`src/rtl/mem_access_pkg.sv`:
```
// Shared definitions for the MEM-stage load/store unit: FSM states, funct3
// encodings, the load/store opcodes (also used by the decoder) and an
// access-size decode helper.
package mem_access_pkg;

    typedef enum logic [1:0] {
        IDLE = 2'd0,
        BUS  = 2'd1,
        DONE = 2'd2
    } state_t;

    typedef enum logic [1:0] {
        SZ_B = 2'd0,
        SZ_H = 2'd1,
        SZ_W = 2'd2
    } size_t;

    localparam logic [2:0] F3_B  = 3'b000;
    localparam logic [2:0] F3_H  = 3'b001;
    localparam logic [2:0] F3_W  = 3'b010;
    localparam logic [2:0] F3_BU = 3'b100;
    localparam logic [2:0] F3_HU = 3'b101;

    localparam logic [6:0] OP_LOAD  = 7'b0000011;
    localparam logic [6:0] OP_STORE = 7'b0100011;

    // Any funct3 that is not a legal byte/half encoding for the op is a word access.
    function automatic size_t access_size(input logic is_store, input logic [2:0] f3);
        if (f3 == F3_B || (!is_store && f3 == F3_BU))
            return SZ_B;
        else if (f3 == F3_H || (!is_store && f3 == F3_HU))
            return SZ_H;
        else
            return SZ_W;
    endfunction

endpackage

```
`src/rtl/mem_access_load_extend.sv`:
```
// Load data lane selection and sign/zero extension. Purely combinational;
// the halfword lane is picked by offset[1] so odd offsets fold down.
module load_extend
    import mem_access_pkg::*;
(
    input  logic [31:0] rdata,
    input  logic [1:0]  offset,
    input  logic [2:0]  funct3,
    output logic [31:0] data
);

    logic [7:0]         lane_byte;
    logic [15:0]        lane_half;
    logic signed [7:0]  byte_s;
    logic signed [15:0] half_s;

    // Pick the addressed lane, then extend according to funct3
    always_comb begin
        lane_byte = rdata[{offset, 3'b000} +: 8];
        lane_half = offset[1] ? rdata[31:16] : rdata[15:0];
        byte_s    = lane_byte;
        half_s    = lane_half;
        case (funct3)
            F3_B:    data = 32'(byte_s);
            F3_BU:   data = {24'd0, lane_byte};
            F3_H:    data = 32'(half_s);
            F3_HU:   data = {16'd0, lane_half};
            default: data = rdata;
        endcase
    end

endmodule

```
`src/rtl/mem_access_unit.sv`:
```
// MEM-stage load/store responder: single-outstanding req/ack bus transaction,
// byte-enable / store-lane generation, load extension and pipeline stall.
// Optional feature macro: MEM_ACCESS_MISALIGN_TRAP_EN (misaligned halfword/word
// accesses complete without a bus cycle and raise `misaligned`).
module mem_access_unit
    import mem_access_pkg::*;
#(
    parameter int ADDR_WIDTH = 32
) (
    input  logic                  clk,
    input  logic                  reset,
    input  logic                  memRead,
    input  logic                  memWrite,
    input  logic [2:0]            funct3,
    input  logic [ADDR_WIDTH-1:0] addr,
    input  logic [31:0]           writeData,
    output logic [31:0]           readData,
    output logic                  done,
    output logic                  stall,
    output logic                  busReq,
    output logic                  busWe,
    output logic [ADDR_WIDTH-1:0] busAddr,
    output logic [31:0]           busWdata,
    output logic [3:0]            busBe,
    input  logic                  busAck,
    input  logic [31:0]           busRdata
`ifdef MEM_ACCESS_MISALIGN_TRAP_EN
    ,
    output logic                  misaligned
`endif
);

    state_t      state, next_state;
    logic [2:0]  f3_q;
    logic [1:0]  off_q;
    logic        req;
    logic        trap;
    size_t       size_in;
    logic [3:0]  be_in;
    logic [31:0] wdata_in;
    logic [31:0] load_data;

    assign req     = memRead | memWrite;
    assign stall   = req & (state != DONE);
    // A simultaneous load+store is treated as a store.
    assign size_in = access_size(memWrite, funct3);

`ifdef MEM_ACCESS_MISALIGN_TRAP_EN
    logic mis_q;
    assign trap       = (size_in == SZ_H && addr[0]) ||
                        (size_in == SZ_W && addr[1:0] != 2'b00);
    assign misaligned = (state == DONE) & mis_q;
`else
    assign trap = 1'b0;
`endif

    // Byte enables and lane-replicated store data for the incoming request
    always_comb begin
        be_in    = 4'b1111;
        wdata_in = writeData;
        if (memWrite) begin
            case (size_in)
                SZ_B: begin
                    be_in    = 4'b0001 << addr[1:0];
                    wdata_in = {4{writeData[7:0]}};
                end
                SZ_H: begin
                    be_in    = 4'b0011 << {addr[1], 1'b0};
                    wdata_in = {2{writeData[15:0]}};
                end
                default: ;
            endcase
        end
    end

    // FSM state register
    always_ff @(posedge clk or posedge reset) begin
        if (reset)
            state <= IDLE;
        else
            state <= next_state;
    end

    // FSM next-state and control outputs
    always_comb begin
        next_state = state;
        busReq     = 1'b0;
        done       = 1'b0;
        case (state)
            IDLE: begin
                if (req)
                    next_state = trap ? DONE : BUS;
            end
            BUS: begin
                busReq = 1'b1;
                if (busAck)
                    next_state = DONE;
            end
            DONE: begin
                done       = 1'b1;
                next_state = IDLE;
            end
            default: next_state = IDLE;
        endcase
    end

    // Capture the request; bus outputs stay stable until the next accept
    always_ff @(posedge clk or posedge reset) begin
        if (reset) begin
            busAddr  <= '0;
            busWe    <= 1'b0;
            busBe    <= 4'b0000;
            busWdata <= 32'd0;
            f3_q     <= 3'd0;
            off_q    <= 2'd0;
`ifdef MEM_ACCESS_MISALIGN_TRAP_EN
            mis_q    <= 1'b0;
`endif
        end else if (state == IDLE && req) begin
            busAddr  <= {addr[ADDR_WIDTH-1:2], 2'b00};
            busWe    <= memWrite;
            busBe    <= be_in;
            busWdata <= wdata_in;
            f3_q     <= funct3;
            off_q    <= addr[1:0];
`ifdef MEM_ACCESS_MISALIGN_TRAP_EN
            mis_q    <= trap;
`endif
        end
    end

    load_extend u_load_extend (
        .rdata  (busRdata),
        .offset (off_q),
        .funct3 (f3_q),
        .data   (load_data)
    );

    // Load result register; only a completing load updates it
    always_ff @(posedge clk or posedge reset) begin
        if (reset)
            readData <= 32'd0;
        else if (state == BUS && busAck && !busWe)
            readData <= load_data;
    end

endmodule

```
`config.mk`:
```
export PLATFORM = sky130hd
export DESIGN_NAME = mem_access_unit
export DESIGN_NICKNAME = d
export VERILOG_FILES = /design/src/rtl/mem_access_pkg.sv /design/src/rtl/mem_access_load_extend.sv /design/src/rtl/mem_access_unit.sv
export SDC_FILE = /design/constraint.sdc
export NUM_CORES = 1
export LEC_CHECK = 0
export CORE_MARGIN = 2
export CORE_UTILIZATION = 35
export CTS_CLUSTER_SIZE = 10
export DETAILED_ROUTE_END_ITERATION = 8
export HOLD_SLACK_MARGIN = 0.03
export PLACE_DENSITY = 0.67
export SYNTH_ARGS = -nofsm -noshare
export SYNTH_HDL_FRONTEND = slang
export SYNTH_SLANG_ARGS = --single-unit
```
`constraint.sdc`:
```
create_clock -name clk -period 5.36 [get_ports clk]
set_clock_uncertainty 0.1 [all_clocks]
set_input_delay 1.608 -clock clk [delete_from_list [all_inputs] [get_ports clk]]
set_output_delay 1.608 -clock clk [all_outputs]
set_load 0.02 [all_outputs]
```
==> impl.org <==
** Layout
- # nets final :: 815
- Cells with a size suffix above 1 make up 6.56% of the layout.
- Compared with the post-synthesis result, the final layout area differs by 51.4%.
- The number of antenna diodes in the final layout is 0.
- Number of inserted filler cells in the final layout :: 1215
- For this run, the number of standard cells in the final layout without fillers is 892.
- Fraction of the core area covered by cells at the end of the flow :: 54.7%

** Synthesis
- Synthesis Warnings :: 0
- Most used DFF post-synth :: sky130_fd_sc_hd__dfrtp_1
- Mean area per synthesized cell :: 9.31 µm²
- Of all flip-flops after synthesis, the portion carrying an async set or reset was 100%.
- Area share of the largest cell type after synthesis :: 54.8%
- Number of synthesized flops with an enable pin :: 0
- The netlist uses 40 different library cells.
- After synthesis, the cell types taking the most area are sky130_fd_sc_hd__dfrtp_1 55%, sky130_fd_sc_hd__nand2_1 15%, sky130_fd_sc_hd__mux2i_1 5.0%.
- Syn Inst Count :: 520
- Area leader, netlist :: sky130_fd_sc_hd__dfrtp_1
- FF+latch count, synth :: 106
- Cell area after technology mapping :: 4840 µm²
- Sequential cell area fraction in the yosys report :: 54.8%

** Pwr
- Power per Cell Area :: 598 nW/µm²
- Tot Pwr :: 4380 µW
- For this design the static power due to leakage is 0.00315 µW.
- The worst-case IR drop observed on VDD is 0.495 mV.

** Detailed routing
- For this block, the initial DRC count from the detailed router was 247.
- The first detailed-routing pass took 4 iterations.
- Avg WL per Cell :: 16.3 µm
- For this run, design rule violations remaining after detail routing come to 0.
- For this block, the routed nets add up to 14600 µm of wire.
- Remaining antenna violation count after routing :: 0
- Via Count :: 4354
- Vias per inst :: 4.88

** Setup path
- The worst setup path is of the input port to primary output kind.
- Critical path launch point type :: input port
- In this run the worst path has a maximum fanout of 5.
- Critical register-to-register path startpoint :: f3_q[1]
- Data on the critical path is required at its endpoint by 3.65 ns.
- The worst setup path is captured at a primary output.
- CP Launch Point :: memWrite
- Data on the critical path arrives at its endpoint at 3.13 ns.
- Count of cells along the worst register-to-register path :: 4

** Outcome
- The run finished with clean final reports.

** Placed design
- At the end of routability-driven placement, the weighted congestion stood at 0.837.
- Buffers placed on the I/O ports in this run total 205.
- The HPWL after detailed placement is 10700 µm.
- Timing analysis after detailed placement gives a worst setup slack of 0.563 ns.
- After detailed placement, the design holds a cell count of 876.

** Clocking
- TritonCTS built the clock tree.
- CTS H-tree depth :: 3
- The later pin in the worst-skew pair is clocked with a latency of 0.35 ns.
- Quantity of gates resized following cts :: 0
- Counting along the longest clock path gives a buffer depth of 2.
- Clock root buffer :: sky130_fd_sc_hd__clkbuf_16
- Clock-pin slew was measured on the worst setup and hold paths at 0.07 ns.
- Counting the buffers created by CTS gives 9.
- The number of hold buffers added after CTS was 0.
- The clock net in this run drives a total of 106 sinks.
- Buffers added to address setup during post-CTS repair amount to 0.

** Global routing
- The total overflow left after global routing is 0.
- Largest net degree at the start of global routing :: 53
- Antenna violations before repair :: 0
- Across every metal layer, demand over resource in global routing totals 20.2%.
- The number of global-route vias before repair is 4440.
- The first global-routing pass estimated 23200 µm of wire.

** STA
- Setup repair after global routing missed its margin :: no
- After routing, the total negative slack on setup checks comes to 0 ns.
- Of the available clock period, the critical path in the final layout requires 90.3%.
- The smallest clock period supported by the final layout is computed as 4.84 ns.
- Fin. Hold Viols :: 0
- Setup violations remaining at the end of the flow were counted as 0.
- Setup slack of the critical path after layout :: 0.519 ns
- Max-slew violation count :: 0
- Measured against its own limit, the worst slew margin works out to 27.1%.
- Fmax :: 0.207 GHz
- Slew @ Worst Pin :: 1.09 ns

** Floorplan
- Effective utilization at floorplan :: 36.1%
- Overall die height :: 122 µm
- The region available for standard cell placement spans 13400 µm².
- The die covers 14800 µm².
- # IOs :: 208
- Row generation in the floorplan step produced 42 rows.
- Die W :: 122 µm

** Run
- Max-cap violation count :: 0

** Min path
- Hold path startpoint :: busAddr[7]
- In this run the worst hold path is classified as flop to flop.
- The worst hold path passes through 2 cells.
## metrics by stage
| stage | hold slack, ns | instance area (µm²) |
|---|---|---|
| 5_1_grt | 0.403 | 7330 |
| 3_3_place_gp | 0.360 | 7030 |
| 6_report | 0.375 | 7330 |
| 4_1_cts | 0.381 | 7330 |
| 2_1_floorplan | 0.360 | 4850 |
| 3_5_place_dp | 0.364 | 7030 |
## sequential cells by signal, summed over array words and instances, names as in the netlist
register,count
readData,32
busBe,4
off_q,2
state,2
busWdata,32
busAddr,30
f3_q,3
busWe,1
## power by group
part	internal [µW]	switching (µW)
logic	1020	1210
registers	1190	295
clock network	388	282
## placed cells by master (no fill, tap or decap), types with 2 or more instances in the layout
master,synthesis,routed
sky130_fd_sc_hd__clkdlybuf4s50_1,0,205
sky130_fd_sc_hd__nand2_1,188,188
sky130_fd_sc_hd__dfrtp_1,106,106
sky130_fd_sc_hd__o21ai_0,47,46
sky130_fd_sc_hd__nor2_1,28,28
sky130_fd_sc_hd__mux2i_1,24,24
sky130_fd_sc_hd__a21oi_1,17,17
sky130_fd_sc_hd__nand3b_1,12,12
sky130_fd_sc_hd__a21oi_2,9,9
sky130_fd_sc_hd__clkbuf_16,0,9
sky130_fd_sc_hd__mux2_2,8,8
sky130_fd_sc_hd__buf_4,3,7
sky130_fd_sc_hd__inv_1,6,5
sky130_fd_sc_hd__a221o_1,5,5
sky130_fd_sc_hd__nor2b_1,4,4
sky130_fd_sc_hd__a32oi_1,4,4
sky130_fd_sc_hd__o22a_1,4,4
sky130_fd_sc_hd__clkbuf_1,18,3
sky130_fd_sc_hd__and2_1,2,2
sky130_fd_sc_hd__a21boi_0,2,2
sky130_fd_sc_hd__conb_1,1,2
sky130_fd_sc_hd__clkbuf_8,0,2
## final timing paths
path                               end  slack (ns)
max                              stall        0.52
min                         busAddr[7]        0.37
max reg2reg                readData[2]        3.05
min reg2reg                 busAddr[7]        0.37
max in group asynchronous  busWdata[4]        2.73
min in group asynchronous   busAddr[6]        1.56
## kinds of logic (layout without fill, tap and decap cells)
group / Yosys count / count (layout) / synth area share [%]
other cells: 1 / 2 / 0.0774
simple gates: 244 / 244 / 21.0
buf+inv: 39 / 234 / 3.80
flops: 106 / 106 / 54.8
mux: 33 / 33 / 7.28
compound gates: 97 / 97 / 13.1
## layout make-up
class | count | area [µm²] | area share [%]
clock inverters | 2 | 35.0 | 0.478
flip-flops and latches | 106 | 2650 | 36.2
inverters | 6 | 25.0 | 0.341
well taps | 176 | 220 | 3.00
clock buffers | 14 | 264 | 3.60
multi-input cells | 376 | 2030 | 27.7
repair buffers | 212 | 2100 | 28.7
## synth_stat cells (all sizes together), types with 2 or more instances
library cell,number
nand3b,12
mux2,8
nand2,189
clkbuf,18
inv,6
dfrtp,106
buf,15
nor3b,2
o22a,4
a211oi,2
a221o,5
nor3,2
mux2i,24
nor2,28
a21boi,2
o21ai,47
a21oi,27
nor2b,4
and2,2
a32oi,4
## per-layer routing
metal	vias up	GRT usage, %	part of all wire (%)
li1	2098	-	-
met1	2072	26.0	43
met2	170	31.7	45
met3	14	8.75	10
met4	0	4.24	1.1
met5	-	0	0
## critical path: stages
cell and delay [ns]:
sky130_fd_sc_hd__clkdlybuf4s50_1 0.62, sky130_fd_sc_hd__nor2_1 0.13, sky130_fd_sc_hd__nor2_1 0.16, sky130_fd_sc_hd__clkdlybuf4s50_1 0.62
Power figures use the tool's default switching activity.
